$ cat src/rtl/axi_lite_master_param.sv
// ---------------------------------------------------------------------------
// axi_lite_master_param
//
// Purpose:
//   Bridges a simple single-request interface (transfer/write/addr/wdata/
//   wstrb -> ready/rdata/resp) to the five AXI4-Lite channels. One
//   transaction is in flight at a time. The response phase (B or R) is
//   guarded by a cycle counter so a silent slave cannot hang the requester.
//
// Parameters:
//   ADDR_W  - address width of AWADDR/ARADDR/addr
//   DATA_W  - data width, 32 or 64 (strobes are DATA_W/8 bits)
//   TIMEOUT - cycles allowed in WR_B/RD_R before aborting; 0 disables it
//
// Ports:
//   ACLK, ARESETn       - clock, synchronous active-low reset
//   AW*/W*/B*           - AXI-Lite write address, data and response channels
//   AR*/R*              - AXI-Lite read address and data channels
//   transfer, write     - request strobe (sampled only in IDLE) and direction
//   addr, wdata, wstrb  - request payload, latched on acceptance
//   busy                - high in every state except IDLE
//   ready               - one-cycle completion pulse
//   rdata               - last successfully read data
//   resp                - BRESP/RRESP of the last transaction, 2'b10 on timeout
//   timeout_err         - set when the last transaction was aborted by timeout
// ---------------------------------------------------------------------------
module axi_lite_master_param #(
  parameter int ADDR_W  = 32,
  parameter int DATA_W  = 32,
  parameter int TIMEOUT = 256
) (
  input  logic                ACLK,
  input  logic                ARESETn,

  output logic [ADDR_W-1:0]   AWADDR,
  output logic                AWVALID,
  input  logic                AWREADY,

  output logic [DATA_W-1:0]   WDATA,
  output logic [DATA_W/8-1:0] WSTRB,
  output logic                WVALID,
  input  logic                WREADY,

  input  logic [1:0]          BRESP,
  input  logic                BVALID,
  output logic                BREADY,

  output logic [ADDR_W-1:0]   ARADDR,
  output logic                ARVALID,
  input  logic                ARREADY,

  input  logic [DATA_W-1:0]   RDATA,
  input  logic [1:0]          RRESP,
  input  logic                RVALID,
  output logic                RREADY,

  input  logic                transfer,
  input  logic                write,
  input  logic [ADDR_W-1:0]   addr,
  input  logic [DATA_W-1:0]   wdata,
  input  logic [DATA_W/8-1:0] wstrb,

  output logic                busy,
  output logic                ready,
  output logic [DATA_W-1:0]   rdata,
  output logic [1:0]          resp,
  output logic                timeout_err
);

  localparam int STRB_W = DATA_W / 8;

  // The counter only ever has to reach TIMEOUT-1: the abort decision is made
  // in the cycle whose count equals TIMEOUT-1, i.e. the TIMEOUT-th cycle.
  localparam int CNT_W = (TIMEOUT > 1) ? $clog2(TIMEOUT) : 1;
  localparam logic [CNT_W-1:0] TMO_LAST = CNT_W'((TIMEOUT > 0) ? TIMEOUT - 1 : 0);

  localparam logic [1:0] RESP_SLVERR = 2'b10;

  typedef enum logic [2:0] {
    IDLE,
    WR_AW_W,
    WR_B,
    RD_AR,
    RD_R,
    DONE
  } state_t;

  state_t              state_q, state_d;
  logic [ADDR_W-1:0]   addr_q, addr_d;
  logic [DATA_W-1:0]   wdata_q, wdata_d;
  logic [STRB_W-1:0]   wstrb_q, wstrb_d;
  logic                awvalid_q, awvalid_d;
  logic                wvalid_q, wvalid_d;
  logic                aw_done_q, aw_done_d;
  logic                w_done_q, w_done_d;
  logic                bready_q, bready_d;
  logic                arvalid_q, arvalid_d;
  logic                rready_q, rready_d;
  logic [CNT_W-1:0]    cnt_q, cnt_d;
  logic                busy_q, busy_d;
  logic                ready_q, ready_d;
  logic [DATA_W-1:0]   rdata_q, rdata_d;
  logic [1:0]          resp_q, resp_d;
  logic                timeout_err_q, timeout_err_d;

  logic                aw_hs;
  logic                w_hs;
  logic                tmo_hit;

  assign aw_hs   = awvalid_q & AWREADY;
  assign w_hs    = wvalid_q & WREADY;
  assign tmo_hit = (TIMEOUT != 0) && (cnt_q == TMO_LAST);

  // Next-state and next-output logic. Every output is registered, so each
  // VALID/READY is set up on the transition into the state that owns it.
  always_comb begin
    state_d       = state_q;
    addr_d        = addr_q;
    wdata_d       = wdata_q;
    wstrb_d       = wstrb_q;
    awvalid_d     = awvalid_q;
    wvalid_d      = wvalid_q;
    aw_done_d     = aw_done_q;
    w_done_d      = w_done_q;
    bready_d      = bready_q;
    arvalid_d     = arvalid_q;
    rready_d      = rready_q;
    cnt_d         = cnt_q;
    ready_d       = 1'b0;
    rdata_d       = rdata_q;
    resp_d        = resp_q;
    timeout_err_d = timeout_err_q;

    case (state_q)
      IDLE: begin
        if (transfer) begin
          addr_d        = addr;
          wdata_d       = wdata;
          wstrb_d       = wstrb;
          timeout_err_d = 1'b0;
          if (write) begin
            state_d   = WR_AW_W;
            awvalid_d = 1'b1;
            wvalid_d  = 1'b1;
            aw_done_d = 1'b0;
            w_done_d  = 1'b0;
          end else begin
            state_d   = RD_AR;
            arvalid_d = 1'b1;
          end
        end
      end

      // AW and W complete independently; each VALID falls only after its
      // own handshake, and the state advances once both have happened.
      WR_AW_W: begin
        if (aw_hs) begin
          awvalid_d = 1'b0;
        end
        if (w_hs) begin
          wvalid_d = 1'b0;
        end
        aw_done_d = aw_done_q | aw_hs;
        w_done_d  = w_done_q | w_hs;
        if (aw_done_d && w_done_d) begin
          state_d  = WR_B;
          bready_d = 1'b1;
          cnt_d    = '0;
        end
      end

      // A response arriving in the limit cycle is checked first so it wins.
      WR_B: begin
        if (BVALID) begin
          resp_d   = BRESP;
          bready_d = 1'b0;
          ready_d  = 1'b1;
          state_d  = DONE;
        end else if (tmo_hit) begin
          resp_d        = RESP_SLVERR;
          timeout_err_d = 1'b1;
          bready_d      = 1'b0;
          ready_d       = 1'b1;
          state_d       = DONE;
        end else begin
          cnt_d = cnt_q + CNT_W'(1);
        end
      end

      RD_AR: begin
        if (ARREADY) begin
          arvalid_d = 1'b0;
          rready_d  = 1'b1;
          cnt_d     = '0;
          state_d   = RD_R;
        end
      end

      // rdata is left untouched on a timeout abort.
      RD_R: begin
        if (RVALID) begin
          rdata_d  = RDATA;
          resp_d   = RRESP;
          rready_d = 1'b0;
          ready_d  = 1'b1;
          state_d  = DONE;
        end else if (tmo_hit) begin
          resp_d        = RESP_SLVERR;
          timeout_err_d = 1'b1;
          rready_d      = 1'b0;
          ready_d       = 1'b1;
          state_d       = DONE;
        end else begin
          cnt_d = cnt_q + CNT_W'(1);
        end
      end

      DONE: begin
        state_d = IDLE;
      end

      default: begin
        state_d = IDLE;
      end
    endcase

    busy_d = (state_d != IDLE);
  end

  // Single state register for the whole FSM; reset aborts any transaction
  // in progress without producing a ready pulse.
  always_ff @(posedge ACLK) begin
    if (!ARESETn) begin
      state_q       <= IDLE;
      addr_q        <= '0;
      wdata_q       <= '0;
      wstrb_q       <= '0;
      awvalid_q     <= 1'b0;
      wvalid_q      <= 1'b0;
      aw_done_q     <= 1'b0;
      w_done_q      <= 1'b0;
      bready_q      <= 1'b0;
      arvalid_q     <= 1'b0;
      rready_q      <= 1'b0;
      cnt_q         <= '0;
      busy_q        <= 1'b0;
      ready_q       <= 1'b0;
      rdata_q       <= '0;
      resp_q        <= 2'b00;
      timeout_err_q <= 1'b0;
    end else begin
      state_q       <= state_d;
      addr_q        <= addr_d;
      wdata_q       <= wdata_d;
      wstrb_q       <= wstrb_d;
      awvalid_q     <= awvalid_d;
      wvalid_q      <= wvalid_d;
      aw_done_q     <= aw_done_d;
      w_done_q      <= w_done_d;
      bready_q      <= bready_d;
      arvalid_q     <= arvalid_d;
      rready_q      <= rready_d;
      cnt_q         <= cnt_d;
      busy_q        <= busy_d;
      ready_q       <= ready_d;
      rdata_q       <= rdata_d;
      resp_q        <= resp_d;
      timeout_err_q <= timeout_err_d;
    end
  end

  // AXI payloads come only from the latched request, never the live inputs.
  assign AWADDR      = addr_q;
  assign ARADDR      = addr_q;
  assign WDATA       = wdata_q;
  assign WSTRB       = wstrb_q;
  assign AWVALID     = awvalid_q;
  assign WVALID      = wvalid_q;
  assign BREADY      = bready_q;
  assign ARVALID     = arvalid_q;
  assign RREADY      = rready_q;
  assign busy        = busy_q;
  assign ready       = ready_q;
  assign rdata       = rdata_q;
  assign resp        = resp_q;
  assign timeout_err = timeout_err_q;

endmodule

$ cat config.mk
export PLATFORM = sky130hd
export DESIGN_NAME = axi_lite_master_param
export DESIGN_NICKNAME = d
export VERILOG_FILES = /design/src/rtl/axi_lite_master_param.sv
export SDC_FILE = /design/constraint.sdc
export NUM_CORES = 1
export LEC_CHECK = 0
export BUFFER_PORTS_ARGS = -buffer_cell sky130_fd_sc_hd__buf_2
export CAP_MARGIN = 20
export CORE_ASPECT_RATIO = 0.8
export CORE_MARGIN = 2
export CORE_UTILIZATION = 32
export DETAILED_ROUTE_END_ITERATION = 10
export PLACE_DENSITY = 0.68
export SYNTH_ARGS = -nofsm -noshare
export SYNTH_HDL_FRONTEND = slang
export SYNTH_SLANG_ARGS = --single-unit
$ cat constraint.sdc
create_clock -name ACLK -period 3.28 [get_ports ACLK]
set_input_delay 0.328 -clock ACLK [delete_from_list [all_inputs] [get_ports ACLK]]
set_output_delay 0.328 -clock ACLK [all_outputs]
set_load 0.01 [all_outputs]
==> results of run 1 <==
-- cells by family after synthesis --
group | count (synthesis) | share of synthesized area
buffers and inverters | 74 | 0.0821
xor gates and xnor gates | 1 | 0.00172
and+or+nand+nor | 282 | 0.238
adders and majority gates | 1 | 0.00245
AOI/OAI and AO/OA | 129 | 0.187
muxes | 3 | 0.00588
DFF | 123 | 0.482
-- final cells by class --
type,instances,area share
Tap cell,215,0.0385
Timing Repair Buffer,259,0.193
Multi-Input combinational cell,416,0.321
Sequential cell,123,0.353
Clock inverter,6,0.0186
Clock buffer,26,0.0743
Inverter,3,0.00161
Antenna cell,1,0.000358
-- worst max path at each step --
stage / slack [ns] / endpoint
2_1_floorplan: 1.62 / cnt_q[7]
3_3_place_gp: 1.28 / WDATA[25]
3_5_place_dp: 1.16 / ARADDR[17]
4_1_cts: 1.11 / ARADDR[11]
5_1_grt: 0.95 / ARADDR[19]
6_report: 1.17 / ARADDR[11]
-- metrics by stage --
step | area, µm² | std cells
global route | 6980 | 1049
detailed placement | 6330 | 1016
global placement | 6330 | 1016
floorplan | 5100 | 613
CTS | 6980 | 1048
finish | 6980 | 1049
-- worst max-delay path, delay by kind of cell (launching register included) --
family	cells	cell delay (ns)
compound gates	1	0.19
buf+inv	1	0.32
flops	1	0.75
simple gates	3	0.71
-- routing by layer --
metal	up-vias	track usage
met2	109	0.262
met4	0	0.0516
met1	2117	0.189
met3	6	0.0512
li1	2406	-
met5	-	0
-- power groups by stage --
stage	sequential [W]	combinational, W	clock, W
2_1_floorplan	0.00171	0.000323	0
3_3_place_gp	0.00168	0.000560	0
3_5_place_dp	0.00168	0.000565	0
4_1_cts	0.00165	0.000568	0.00208
5_1_grt	0.00166	0.000625	0.00216
6_report	0.00165	0.000556	0.00202
-- state kept, by name, indices dropped and copies added (netlist names) --
register / flops
ARADDR: 32
WDATA: 32
rdata: 32
cnt_q: 8
WSTRB: 4
state_q: 3
resp: 2
ARVALID: 1
AWVALID: 1
BREADY: 1
RREADY: 1
WVALID: 1
aw_done_q: 1
busy: 1
ready: 1
timeout_err: 1
w_done_q: 1
-- cells in the final DEF (no fill, tap or decap), types with 6 or more instances in the layout --
cell       Yosys  final
nand3_1        9      9
a21boi_1      29     29
o21ai_0        6      6
buf_2         11    254
nor2_1        14     14
nand2_1      215    215
dfxtp_1      123    123
a21oi_1       10     10
and2_1         6      6
clkbuf_16      0     17
a21boi_0      72     72
clkbuf_8       0      6
==> summary.md, run 1 <==
| Metric | Value |
|---|---|
| Status | `complete, no violations` |
| Count leader, synth | `nand2_1` |
| R2r setup slk | `1.17 ns` |
| Internal Power | `0.00322 W` |
| PD cells | `606 nW/µm²` |
| Switch share | `0.240` |
| First-pass GRT wire length | `20900 µm` |
| Hold buffers post-CTS | `0` |
| Clock latency on the worst-skew pair | `0.40 ns` |
| P_leak | `3.28 nW` |
| WHS Endpoint | `ARADDR[31]` |
| Total track usage | `0.155` |
| Final setup margin | `1.17 ns` |
| Met2 wire length | `6510 µm` |
| CTS H-tree depth | `4` |
| CTS Sinks | `123` |
| #FFs+latches synth | `123` |
| Fin crit period | `2.11 ns` |
| Crit path from | `state_q[1]` |
| Sw Pwr | `0.00102 W` |
| Seq pwr share | `0.390` |
| Clk pwr share | `0.478` |
| CTS clk-pin slew, worst paths | `0.05 ns` |
| Max_slew headroom | `0.550` |
| Sequential area share after synthesis | `0.482` |
| Vias in the first global route | `4239` |
| Crit. End Element | `register` |
| Netlist cell types | `43` |
| Top cell type by total area after synthesis | `dfxtp_1` |
| Effective utilization at floorplan | `0.325` |
| # nets final | `934` |
| Worst reg2reg startpoint | `state_q[1]` |
| Fill cells | `1604` |
| Top sig layer | `met4` |
| Die height | `117 µm` |
| Unrepaired setup endpoints after global routing | `false` |
| Slew @ Worst Pin | `0.674 ns` |
| Root Driver | `clkbuf_16` |
| Share of cells above drive strength 1 | `0.354` |
| Hold depth | `3` |
| Mapped Area | `5100 µm²` |
| Max incr delay on CP | `0.75 ns` |
| DR vias | `4638` |
| Fmax | `473 MHz` |
| Initial antenna violation count | `1` |
| Synthesized area per cell | `8.33 µm²` |
| CTS tree | `done` |
| Clock skew | `0.00462 ns` |
| Max-slew violation count | `0` |
| Reg2reg path depth | `5` |
| GP Congestion | `0.797` |
| Rows | `41` |
| Initial DRC Count | `211` |
| Die area | `17000 µm²` |
| DRT antenna net count | `0` |
| Post-cts resize count | `0` |
| Metal-1 WL | `6220 µm` |
| Hold crit path type | `input pin to register` |
| Asr flop ratio synth | `0` |
| WS Path Type | `register to register` |
| Synth Instances | `613` |
| Worst VDD drop | `0.000309 V` |
| Capture point of the worst reg-to-reg path | `ARADDR[11]` |
| Post-Route WL | `13500 µm` |
| Dpl ws | `1.16 ns` |
| CTS buffer count | `17` |
| Max Cap Viol | `0` |
| Critical path required time | `3.59 ns` |
| Area contributors post-synth | `dfxtp_1 48%, nand2_1 16%, a21boi_0 11%` |
| Syn_nets | `727` |
| Crit path DAT | `2.43 ns` |
| First-pass DRT Iterations | `6` |
| CORE AREA | `15700 µm²` |
| Period utilization | `0.644` |
| Main synth FF type | `dfxtp_1` |
| Worst Hold Slack | `0.164 ns` |
| Post-CTS setup buffers | `0` |
| DP Wirelength | `9470 µm` |
| Final core occ | `0.445` |
| Final hold viol count | `0` |
| CTS Buffer Depth | `2` |
| Hold_sp | `addr[31]` |
| Largest net degree at the start of global routing | `87` |
| Synth top area share | `0.482` |
| Routed WL per cell | `12.9 µm` |
| Crit-path slowest cell | `dfxtp_1` |
| Grt ovf | `0` |
| Register Area | `2460 µm²` |
| Final setup TNS | `0 ns` |
| Cell Chain, Critical Path | `nor2_1 -> nand3b_1 -> buf_12 -> nand2_1 -> a21boi_0` |
| Met3 WL | `680 µm` |
| Number of vias per cell | `4.42` |
| Die X-Extent | `145 µm` |
| Finish-stage setup viols | `0` |
| Comb pwr share | `0.131` |
| CP max FO | `57` |
| Area Overhead vs Synth | `36.8%` |
| Synth top cells by count | `215 x nand2_1, 123 x dfxtp_1, 72 x a21boi_0, 32 x buf_4, 29 x a21boi_1` |
| Drt drc | `0` |
| Power Total | `0.00423 W` |
| Syn. warnings | `0` |
| Post-synth EDFFs | `0` |
| Footprint of the multi-input gates | `2240 µm²` |
| CP startpoint kind | `register` |
| Top Ports | `255` |
| Input/output buffers | `254` |
No activity file was read; power rests on OpenSTA's default activity.
==> run 2: changes to the inputs <==
==> constraint.sdc (replaced) <==
create_clock -name ACLK -period 2.2 [get_ports ACLK]
set_input_delay 0.22 -clock ACLK [delete_from_list [all_inputs] [get_ports ACLK]]
set_output_delay 0.22 -clock ACLK [all_outputs]
set_load 0.01 [all_outputs]
==> summary.md, run 2 (synthesized netlist as in run 1, its figures left out) <==
| Metric | Value |
|---|---|
| Status | `complete, no violations` |
| Slew @ Worst Pin | `0.715 ns (+0.0408 ns)` |
| Effective utilization at floorplan | `0.325 (unchanged)` |
| Max-slew violation count | `0 (unchanged)` |
| Top Ports | `255 (unchanged)` |
| Clock latency on the worst-skew pair | `0.41 ns (about the same)` |
| Period utilization | `0.910 (+0.266)` |
| GP Congestion | `0.792 (-0.65%)` |
| Hold crit path type | `input pin to register` |
| Hold buffers post-CTS | `0 (unchanged)` |
| Fill cells | `1615 (+0.69%)` |
| Final setup TNS | `0 ns (unchanged)` |
| Grt ovf | `0 (unchanged)` |
| Largest net degree at the start of global routing | `86 (-1.1%)` |
| Commonest non-fill, non-tap cell in the layout | `buf_2` |
| Commonest non-fill, non-tap cells in the layout | `254 x buf_2, 215 x nand2_1, 123 x dfxtp_1` |
| Post-CTS setup buffers | `0 (unchanged)` |
| CP max FO | `18 (-68%)` |
| CTS Buffer Depth | `2 (unchanged)` |
| CTS H-tree depth | `4 (unchanged)` |
| Post-Route WL | `13500 µm (-0.13%)` |
| DP Wirelength | `9440 µm (-0.29%)` |
| First-pass GRT wire length | `20500 µm (-2.2%)` |
| # nets final | `938 (+0.43%)` |
| Max_slew headroom | `0.523 (-0.0272)` |
| Input/output buffers | `254 (unchanged)` |
| Footprint of the multi-input gates | `2240 µm² (unchanged)` |
| Crit path DAT | `2.34 ns (-0.09 ns)` |
| Crit path from | `state_q[1]` |
| Drt drc | `0 (unchanged)` |
| Inserted Diodes | `0 (-1)` |
| Post-DP Area | `6360 µm² (+0.47%)` |
| Routed WL per cell | `12.8 µm (-0.22%)` |
| Rows | `41 (unchanged)` |
| CTS tree | `done` |
| CP startpoint kind | `register` |
| GRT met2 Usage | `0.250 (-0.0117)` |
| Final core occ | `0.446 (+0.00143)` |
| Post-cts resize count | `0 (unchanged)` |
| GR Util met3 | `0.0450 (-0.00620)` |
| GR Layer Usage met1 | `0.186 (-0.00288)` |
| Initial DRC Count | `289 (+37%)` |
| Register Area | `2460 µm² (unchanged)` |
| CORE AREA | `15700 µm² (unchanged)` |
| Share of cells above drive strength 1 | `0.358 (+0.00394)` |
| CTS Sinks | `123 (unchanged)` |
| Initial antenna violation count | `0 (-1)` |
| Area Overhead vs Synth | `37.3%` |
| P_leak | `3.29 nW (+0.42%)` |
| Dpl ws | `0.220 ns (-0.937 ns)` |
| DR vias | `4688 (+1.1%)` |
| Clock skew | `0.00903 ns (+0.00441 ns)` |
| Fin crit period | `2.00 ns (-0.111 ns)` |
| Max Cap Viol | `0 (unchanged)` |
| WS Path Type | `register to register` |
| CTS buffer count | `17 (unchanged)` |
| PD cells | `900 nW/µm² (+49%)` |
| Crit. End Element | `register` |
| Total track usage | `0.150 (-0.00463)` |
| Hold_sp | `wdata[4]` |
| GR peak layer | `met2` |
| Final setup margin | `0.198 ns (-0.969 ns)` |
| Die height | `117 µm (unchanged)` |
| Critical path required time | `2.54 ns (-1.05 ns)` |
| Die X-Extent | `145 µm (unchanged)` |
| CTS clk-pin slew, worst paths | `0.05 ns (about the same)` |
| Number of vias per cell | `4.46 (+0.98%)` |
| Unrepaired setup endpoints after global routing | `false` |
| Die area | `17000 µm² (unchanged)` |
| Finish-stage setup viols | `0 (unchanged)` |
| Worst VDD drop | `0.000625 V (+100%)` |
| Root Driver | `clkbuf_16` |
| First-pass DRT Iterations | `4 (-2)` |
| Vias in the first global route | `4118 (-2.9%)` |
| Finished Cell Area | `7010 µm² (+0.32%)` |
| Fmax | `499 MHz (+5.6%)` |
| DRT antenna net count | `0 (unchanged)` |
| Worst reg2reg startpoint | `state_q[1]` |
| Final hold viol count | `0 (unchanged)` |
==> run 2: changes by cell type in the layout (fill, tap and decap cells not counted), sizes merged <==
cell	change
diode	-1
clkinv	-1
clkinvlp	+1
buf	+4
clkbuf	-2
==> run 2: stage by stage <==
stage                     cells  power, W  hold WS, ns
after global routing       1050   0.00660       0.0274
after CTS                  1050   0.00641       0.0276
after detailed placement   1020   0.00336        0.439
final                      1050   0.00631       0.0504
after floorplan             613   0.00303        0.355
after global placement     1020   0.00335        0.435
==> run 2: layer usage <==
metal  up-vias  wire length, µm  part of all wire
li1       2410                -                 -
met1      2138             6230              0.46
met2       125             6360              0.47
met3        15              694             0.051
met4         0              204             0.015
met5         -                0                 0
==> run 2: worst paths after layout <==
| check | slack [ns] | to | cells after the start |
|---|---|---|---|
| max | 0.20 | cnt_q[7] | 5 |
| min | 0.05 | WDATA[4] | 3 |
| max reg2reg | 0.20 | cnt_q[7] | 5 |
| min reg2reg | 0.44 | resp[1] | 2 |
==> run 2: final cells by class <==
type / count / area share
inverters: 3 / 0.00161
flip-flops and latches: 123 / 0.351
well taps: 215 / 0.0384
clock inverters: 6 / 0.0189
multi-input cells: 416 / 0.320
clock buffers: 24 / 0.0730
repair buffers: 263 / 0.196
==> run 2: power breakdown <==
| part | internal, W | switching [W] |
|---|---|---|
| logic | 0.000360 | 0.000478 |
| registers | 0.00237 | 0.0000978 |
| clock network | 0.00206 | 0.000944 |
==> run 2: critical path: stages, from the launching register on <==
cell	delay, ns
dfxtp_1	0.78
nor4bb_4	0.13
a31oi_4	0.26
nand3_2	0.14
or4_1	0.49
a21oi_1	0.14
